--- src/rtl/debugger_pkg.sv ---
// Shared types and constants for the on-chip debugger capture path.
package debugger_pkg;

  typedef enum logic [2:0] {
    IDLE = 3'd0,
    PRE  = 3'd1,
    WAIT = 3'd2,
    POST = 3'd3,
    DONE = 3'd4
  } state_t;

  localparam logic TRIG_AND = 1'b0;
  localparam logic TRIG_OR  = 1'b1;

endpackage

--- src/rtl/capture_ctrl_trig_combine.sv ---
// Reduces the per-channel trigger vector to a single hit using the channel
// mask and the AND/OR combine mode.
module trig_combine
  import debugger_pkg::*;
#(
  parameter int PORT_WIDTH = 32
) (
  input  logic                  i_trig_or,
  input  logic [PORT_WIDTH-1:0] i_trig_en,
  input  logic [PORT_WIDTH-1:0] i_ch_mask,
  output logic                  o_hit
);

  logic w_any;
  logic w_all;

  // Masked-off channels count as 1 for AND so an empty mask always hits.
  assign w_any = |(i_trig_en & i_ch_mask);
  assign w_all = &(i_trig_en | ~i_ch_mask);
  assign o_hit = (i_trig_or == TRIG_OR) ? w_any : w_all;

endmodule

--- src/rtl/capture_ctrl.sv ---
// Capture controller: combines channel triggers, streams delayed probe samples
// into a circular sample RAM and reports the trigger/oldest-sample addresses.
module capture_ctrl
  import debugger_pkg::*;
#(
  parameter int PORT_WIDTH = 32,
  parameter int ADDR_WIDTH = 10
) (
  input  logic                  clk,
  input  logic                  rstn,
  input  logic                  arm,
  input  logic                  abort,
  input  logic                  trig_or,
  input  logic [PORT_WIDTH-1:0] ch_mask,
  input  logic [ADDR_WIDTH-1:0] pre_depth,
  input  logic [PORT_WIDTH-1:0] testport,
  input  logic [PORT_WIDTH-1:0] trig_en,
  output logic                  wr_en,
  output logic [ADDR_WIDTH-1:0] wr_addr,
  output logic [PORT_WIDTH-1:0] wr_data,
  output logic                  busy,
  output logic                  done,
  output logic [ADDR_WIDTH-1:0] trig_addr,
  output logic [ADDR_WIDTH-1:0] start_addr
);

  state_t                r_state;
  logic [ADDR_WIDTH-1:0] r_ptr;
  logic [ADDR_WIDTH-1:0] r_pre_cnt;
  logic [ADDR_WIDTH-1:0] r_post_cnt;
  logic [ADDR_WIDTH-1:0] r_cfg_pre;
  logic                  r_cfg_or;
  logic [PORT_WIDTH-1:0] r_cfg_mask;
  logic [PORT_WIDTH-1:0] r_data_d;

  logic                  w_hit;
  logic                  w_writing;
  logic [ADDR_WIDTH-1:0] w_post_init;
  logic [ADDR_WIDTH-1:0] w_pre_last;

  trig_combine #(
    .PORT_WIDTH(PORT_WIDTH)
  ) u_trig_combine (
    .i_trig_or(r_cfg_or),
    .i_trig_en(trig_en),
    .i_ch_mask(r_cfg_mask),
    .o_hit    (w_hit)
  );

  assign w_writing   = (r_state == PRE) || (r_state == WAIT) || (r_state == POST);
  // DEPTH-1-pre_depth is the bitwise complement within ADDR_WIDTH bits.
  assign w_post_init = ~r_cfg_pre;
  assign w_pre_last  = r_cfg_pre - ADDR_WIDTH'(1);

  // Probe data is delayed one cycle so level triggers align with their sample.
  always_ff @(posedge clk) begin
    r_data_d <= testport;
  end

  always_ff @(posedge clk) begin
    if (!rstn) begin
      r_state    <= IDLE;
      r_ptr      <= '0;
      r_pre_cnt  <= '0;
      r_post_cnt <= '0;
      r_cfg_pre  <= '0;
      r_cfg_or   <= TRIG_AND;
      r_cfg_mask <= '0;
      wr_en      <= 1'b0;
      wr_addr    <= '0;
      wr_data    <= '0;
      busy       <= 1'b0;
      done       <= 1'b0;
      trig_addr  <= '0;
      start_addr <= '0;
    end else if (abort) begin
      r_state <= IDLE;
      wr_en   <= 1'b0;
      busy    <= 1'b0;
      done    <= 1'b0;
    end else begin
      wr_en <= w_writing;
      busy  <= w_writing;
      if (w_writing) begin
        wr_addr <= r_ptr;
        wr_data <= r_data_d;
        r_ptr   <= r_ptr + ADDR_WIDTH'(1);
      end

      case (r_state)
        IDLE, DONE: begin
          if (r_state == DONE) begin
            done       <= 1'b1;
            start_addr <= trig_addr - r_cfg_pre;
          end
          if (arm) begin
            r_cfg_or   <= trig_or;
            r_cfg_mask <= ch_mask;
            r_cfg_pre  <= pre_depth;
            r_ptr      <= '0;
            r_pre_cnt  <= '0;
            done       <= 1'b0;
            r_state    <= (pre_depth == '0) ? WAIT : PRE;
          end
        end
        PRE: begin
          r_pre_cnt <= r_pre_cnt + ADDR_WIDTH'(1);
          if (r_pre_cnt == w_pre_last) begin
            r_state <= WAIT;
          end
        end
        WAIT: begin
          if (w_hit) begin
            trig_addr  <= r_ptr;
            r_post_cnt <= w_post_init;
            r_state    <= (w_post_init == '0) ? DONE : POST;
          end
        end
        POST: begin
          r_post_cnt <= r_post_cnt - ADDR_WIDTH'(1);
          if (r_post_cnt == ADDR_WIDTH'(1)) begin
            r_state <= DONE;
          end
        end
        default: r_state <= IDLE;
      endcase
    end
  end

endmodule

--- config.mk ---
export PLATFORM = sky130hd
export DESIGN_NAME = capture_ctrl
export DESIGN_NICKNAME = d
export VERILOG_FILES = /design/src/rtl/debugger_pkg.sv /design/src/rtl/capture_ctrl_trig_combine.sv /design/src/rtl/capture_ctrl.sv
export SDC_FILE = /design/constraint.sdc
export NUM_CORES = 1
export LEC_CHECK = 0
export BUFFER_PORTS_ARGS = -buffer_cell sky130_fd_sc_hd__buf_4
export CAP_MARGIN = 40
export CORE_ASPECT_RATIO = 1.1
export CORE_MARGIN = 2
export CORE_UTILIZATION = 24
export DETAILED_ROUTE_END_ITERATION = 10
export GPL_TIMING_DRIVEN = 0
export HOLD_SLACK_MARGIN = 0.12
export PLACE_DENSITY = 0.46
export SETUP_SLACK_MARGIN = 0.3
export SLEW_MARGIN = 30
export SYNTH_ARGS = -nofsm -noshare
export SYNTH_HDL_FRONTEND = slang
export SYNTH_SLANG_ARGS = --single-unit
--- constraint.sdc ---
create_clock -name clk -period 2.2 [get_ports clk]
set_input_delay 0.11 -clock clk [delete_from_list [all_inputs] [get_ports clk]]
set_output_delay 0.11 -clock clk [all_outputs]
set_load 0.03 [all_outputs]
==> run metrics, run 1 <==
most common cell after layout, fill and taps aside nand2_1; share of cells above drive strength 1 29.8%; Post-DRT Antenna Nets 0; Ys Warns 0; DRT Pass-1 Iters 5; vias in the first global route 7298; Num CTS Buffers 17; Mapped Area 7280 um2; Net Switching 2.36 mW; RSZ-0062 raised after global routing true; fin crit period 2.37 ns; share of the synthesized area in the top cell type 47.3%; starting density of the core 24.5%; Hold Vio Cnt, Final 0; count of pins over their slew limit 0; ys async rst share 0%; Crit path max-delay family simple AND/OR/NAND/NOR gates; number of DRC markers in iteration 0 292; WS Path Type reg -> reg; IO Count 176; Critical Path RT 2.57 ns; Remaining Overflow, GRT 0; worst skew pair latency 0.44 ns; CTS tree yes; delay of the slowest critical-path stage 0.53 ns; post-synthesis cell count 899; sequential area share after synthesis 47.3%; crit path cell chain or4_4 > buf_6 > nor2_4 > xnor2_2 > nor4_2 > a31oi_4 > nor3_4 > mux2i_1; fmax 0.422 GHz; RePlAce Congestion 0.913; HPWL Detailed 18200 um; port bufs 175; Final Instance Area 11300 um2; setup slack after layout -0.169 ns; antenna violations before repair 0; via count 7201; die area 31700 um2; NumNets Final 1321; P_int 5.44 mW; Final setup viols 4; Post-Route WL 25400 um; met3 usage 4.77%; #FFs+latches synth 172; Peak VDD IR 0.495 mV; Max H-tree Level 4; root buffer cell clkbuf_16; GRT Max-Usage Layer met2; worst clock skew 0.0146 ns; Synthesized Nets 1026; gr usage total 16.0%; PwrDens 691 nW/um2; Synth area leaders dfxtp_1 (47%), nand2_1 (11%), a21oi_1 (8.2%), nor2_1 (2.7%), ha_1 (2.6%); Die Wd 170 um; met2 usage in global routing 26.4%; Tcrit/Tclk final 108%; type of the worst min-delay path in -> reg; failing checks negative setup slack; WP buf/inv 1; DRC 0; Sequential Power Share 42.5%; slowest stage cell on the critical path or4_4; global-route track usage on met1 20.1%; Tot Pwr 7.80 mW; CORE AREA 29700 um2; crit path DAT 2.74 ns; combinational share of power 17.6%; Pleak 4.37 nW; Synth Flop Type dfxtp_1; global-route wire length before repair 39600 um; Slew @ Worst Pin 0.745 ns; Vias/cell 4.55; count of cell types in the netlist 62; syn avg cell area 8.10 um2; largest net degree at the start of global routing 21; Cell Rows 66; status finished, violations left; Synth area leader dfxtp_1; commonest non-fill, non-tap cells in the layout nand2_1 (207), buf_4 (196), dfxtp_1 (155); Clk pin slew, worst setup/hold paths 0.08 ns; Longest Clk Path Bufs 2; Relative slew margins 49.9%; CTS Sinks 172; dpl cell area 9180 um2; Antenna Cells 0; Core Util, Final 38.0%; critical path capture point type flip-flop; maximum fanout along the worst path 6; Post-synth EDFFs 0; die span in y 187 um; P&R area growth vs syn 55.1%; Critical Path Source Type flip-flop; clock share of power 39.8%; max cap viols 0; Switching Share 30.3%; mean routed wirelength per cell 16.1 um
==> final cells by class <==
| class | count | area, um2 |
|---|---|---|
| clock buffers | 17 | 425 |
| clock inverters | 15 | 196 |
| plain buffers | 46 | 254 |
| repair buffers | 277 | 2330 |
| inverters | 53 | 209 |
| flip-flops and latches | 172 | 3480 |
| fillers | 3061 | 18400 |
| multi-input cells | 627 | 3940 |
| well taps | 374 | 468 |
==> sequential cells by signal, summed over array words and instances, names as in the netlist <==
register    count
busy            1
done            1
r_cfg_mask     32
r_cfg_or        1
r_cfg_pre      10
r_data_d       32
r_post_cnt     10
r_pre_cnt      10
r_ptr          10
r_state         3
start_addr     10
trig_addr      10
wr_addr        10
wr_data        32
==> stage by stage <==
step | hold slack [ns] | setup slack (ns) | setup TNS [ns] | instances
after floorplan | 0.138 | 0.135 | 0 | 899
after global placement | 0.215 | -0.369 | -14.64 | 1448
after detailed placement | 0.216 | -0.336 | -6.19 | 1450
after CTS | 0.286 | -0.166 | -0.476 | 1571
after global routing | 0.290 | -0.243 | -0.863 | 1581
final | 0.298 | -0.169 | -0.506 | 1581
==> power groups by stage <==
| stage | clock [mW] | combinational, mW | sequential (mW) |
|---|---|---|---|
| 2_1_floorplan | 0 | 0.536 | 3.41 |
| 3_3_place_gp | 0 | 0.981 | 3.38 |
| 3_5_place_dp | 0 | 0.989 | 3.38 |
| 4_1_cts | 3.20 | 1.21 | 3.31 |
| 5_1_grt | 3.34 | 1.49 | 3.33 |
| 6_report | 3.11 | 1.38 | 3.32 |
==> logic make-up (layout without fill, tap and decap cells) <==
group | count (synthesis) | in the layout | share of synthesized area, %
and+or+nand+nor | 359 | 359 | 22.0
AOI/OAI and AO/OA | 212 | 212 | 17.1
DFF | 172 | 172 | 47.3
buffers and inverters | 100 | 408 | 5.76
xor gates and xnor gates | 29 | 29 | 3.49
adders and majority gates | 16 | 16 | 2.85
muxes | 11 | 11 | 1.51
==> final timing paths <==
check	start	end	slack, ns	cells after the start
max	r_cfg_pre[0]	r_state[2]	-0.17	8
min	testport[19]	r_data_d[19]	0.30	2
max reg2reg	r_cfg_pre[0]	r_state[2]	-0.17	8
min reg2reg	r_data_d[10]	wr_data[10]	0.44	2
==> per-layer routing <==
layer	up-vias	routed length (um)
met3	29	1470
met2	173	12100
met5	-	0
met4	0	452
met1	3336	11400
li1	3663	-
==> synth_stat cells, types with 11 or more instances <==
cell and count:
o22ai_1 18, o21ai_0 15, xor2_1 12, nor2_1 53
nand4_1 13, nand2_1 209, inv_1 48, xnor2_1 17
or3_1 11, a22oi_1 15, clkbuf_1 37, dfxtp_1 172
mux2i_1 11, ha_1 15, nor3_1 11, a21oi_1 119
nand3_1 18
==> repair_timing <==
| action | CTS | global route |
|---|---|---|
| hold buffers | 78 | 0 |
| cloned | 1 | 1 |
| setup buffers | 10 | 10 |
| pin swaps | 13 | 25 |
| endpoints found under the setup margin | 122 | 124 |
| hold endpoints to repair | 91 | 0 |
| gates resized for setup | 72 | 67 |
Note: power is estimated with default switching activity, not from simulation.
==> inputs of run 2 (changes only) <==
--- a/config.mk
+++ b/config.mk
@@ -14,7 +14,9 @@
 export GPL_TIMING_DRIVEN = 0
 export HOLD_SLACK_MARGIN = 0.12
 export PLACE_DENSITY = 0.46
+export RECOVER_POWER = 25
 export SETUP_SLACK_MARGIN = 0.3
+export SKIP_CTS_REPAIR_TIMING = 1
 export SLEW_MARGIN = 30
 export SYNTH_ARGS = -nofsm -noshare
 export SYNTH_HDL_FRONTEND = slang
==> run 2 against run 1 <==
  * Cell area down 1.3%
  * The run still ends with negative setup slack left
  * Die area unchanged
  * Combinational power down 4%
  * Count of clock-buffer cells in the layout unchanged
  * Sequential share of layout area up 0.43 points
  * Via count down 1.2%
  * Fmax up 1.0%
==> run metrics, run 2 (same netlist as run 1, synthesis figures left out) <==
status finished, violations left; failing checks negative setup slack; post-place setup slack -0.336 ns; reg2reg start r_cfg_pre[0]; Critical Path Source Type flip-flop; Remaining Overflow, GRT 0; vias in the first global route 6722; Longest Clk Path Bufs 2; Highest Signal Layer met4; Pleak 4.21 nW; count of pins over their slew limit 0; Reg-to-Reg End r_state[2]; wl on met1 11000 um; CORE AREA 29700 um2; DRC 0; mean routed wirelength per cell 15.7 um; most common cell after layout, fill and taps aside nand2_1; worst skew pair latency 0.44 ns; RePlAce Congestion 0.913; crit path DAT 2.71 ns; IO Count 176; combinational share of power 17.2%; RSZ-0062 raised after global routing true; Filler Cell Count 3102; NumNets Final 1319; Slew @ Worst Pin 0.791 ns; Critical Path RT 2.57 ns; largest net degree at the start of global routing 21; CTS tree yes; die area 31700 um2; area of the multi-input gates 3920 um2; die span in y 187 um; fmax 0.426 GHz; WS Path Type reg -> reg; slowest stage cell on the critical path or4_4; Relative slew margins 46.8%; type of the worst min-delay path in -> reg; Die Wd 170 um; critical path capture point type flip-flop; register-to-register setup slack -0.15 ns; Peak VDD IR 0.498 mV; Tcrit/Tclk final 107%; DRT Pass-1 Iters 4; fin crit period 2.35 ns; dpl cell area 9180 um2; starting density of the core 24.5%; Final setup viols 4; port bufs 175; Setup crit end r_state[2]; Net Switching 2.34 mW; clock share of power 40.0%; commonest non-fill, non-tap cells in the layout nand2_1 (208), dfxtp_1 (156), buf_4 (137); Num CTS Buffers 17; gr usage total 15.2%; Met3 Wirelength 1560 um; top flop regs r_cfg_mask: 32 flops, r_data_d: 32 flops, wr_data: 32 flops; Tot Pwr 7.75 mW; root buffer cell clkbuf_16; Final Instance Area 11100 um2; DR WL met2 12000 um; Vias/cell 4.50; Hold Vio Cnt, Final 0; area taken by flip-flops and latches 3480 um2; Hold WS 0.130 ns; worst reg2reg path depth 8; maximum fanout along the worst path 7; crit path cell chain or4_4 > buf_6 > xnor2_2 > nand4_1 > a32oi_2 > a31oi_4 > nor3_4 > mux2i_1; max cap viols 0; HPWL Detailed 18200 um; PwrDens 695 nW/um2; Sequential Power Share 42.8%; Clk pin slew, worst setup/hold paths 0.08 ns; antenna violations before repair 2; Core Util, Final 37.5%; via count 7116; CP startpoint r_cfg_pre[0]; delay of the slowest critical-path stage 0.54 ns; number of DRC markers in iteration 0 253; global-route wire length before repair 37400 um; Max H-tree Level 4; Post-DRT Antenna Nets 0; P_int 5.41 mW; CTS Sinks 172; Switching Share 30.2%; share of cells above drive strength 1 27.0%; P&R area growth vs syn 53.1%; worst clock skew 0.0138 ns; Cell Rows 66; setup slack after layout -0.146 ns; Post-Route WL 24900 um
[run 2: cell types whose count changed in the layout (fill, tap and decap cells not counted), sizes merged]
cell,previous run,this run
buf,207,152
clkbuf,55,110
diode,0,2
dlygate4sd3,78,76
[run 2: metal layers]
metal / vias up / global-route usage, %
met3: 22 / 5.05
met4: 0 / 4.21
met2: 164 / 24.3
li1: 3659 / -
met1: 3271 / 19.6
met5: - / 0
[run 2: power by group through the flow]
| stage | Sequential (mW) | Clock [mW] | Combinational, mW |
|---|---|---|---|
| floorplan | 3.41 | 0 | 0.536 |
| global placement | 3.38 | 0 | 0.981 |
| detailed placement | 3.38 | 0 | 0.989 |
| CTS | 3.31 | 3.20 | 0.991 |
| global route | 3.33 | 3.34 | 1.45 |
| finish | 3.32 | 3.10 | 1.33 |
[run 2: worst max-delay path: cells and delay by family (launching register included)]
family	cells	cell delay [ns]
AOI/OAI and AO/OA	2	0.50
xor gates and xnor gates	1	0.11
buffers and inverters	1	0.15
DFF	1	0.39
muxes	1	0.19
and+or+nand+nor	3	0.93
[run 2: worst min-delay path by stage]
stage	from	endpoint	cells past startpoint
5_1_grt	abort	r_post_cnt[9]	4
6_report	abort	r_pre_cnt[2]	5
3_5_place_dp	testport[14]	r_data_d[14]	1
2_1_floorplan	testport[0]	r_data_d[0]	0
3_3_place_gp	testport[13]	r_data_d[13]	1
4_1_cts	testport[22]	r_data_d[22]	1
[run 2: layout make-up]
class,instances,share of cell area (%)
inverter,53,1.81
clock inverter,15,1.76
timing repair buffer,274,19.7
clock buffer,17,3.82
multi-input combinational,627,35.1
buffer,47,2.33
tap,374,4.20
antenna,2,0.0449
sequential,172,31.2
[run 2: metrics by stage]
| stage | TNS [ns] | instances |
|---|---|---|
| final | -0.423 | 1581 |
| after global routing | -0.896 | 1580 |
| after CTS | -7.54 | 1482 |
| after detailed placement | -6.19 | 1450 |
| after global placement | -14.64 | 1448 |
| after floorplan | 0 | 899 |
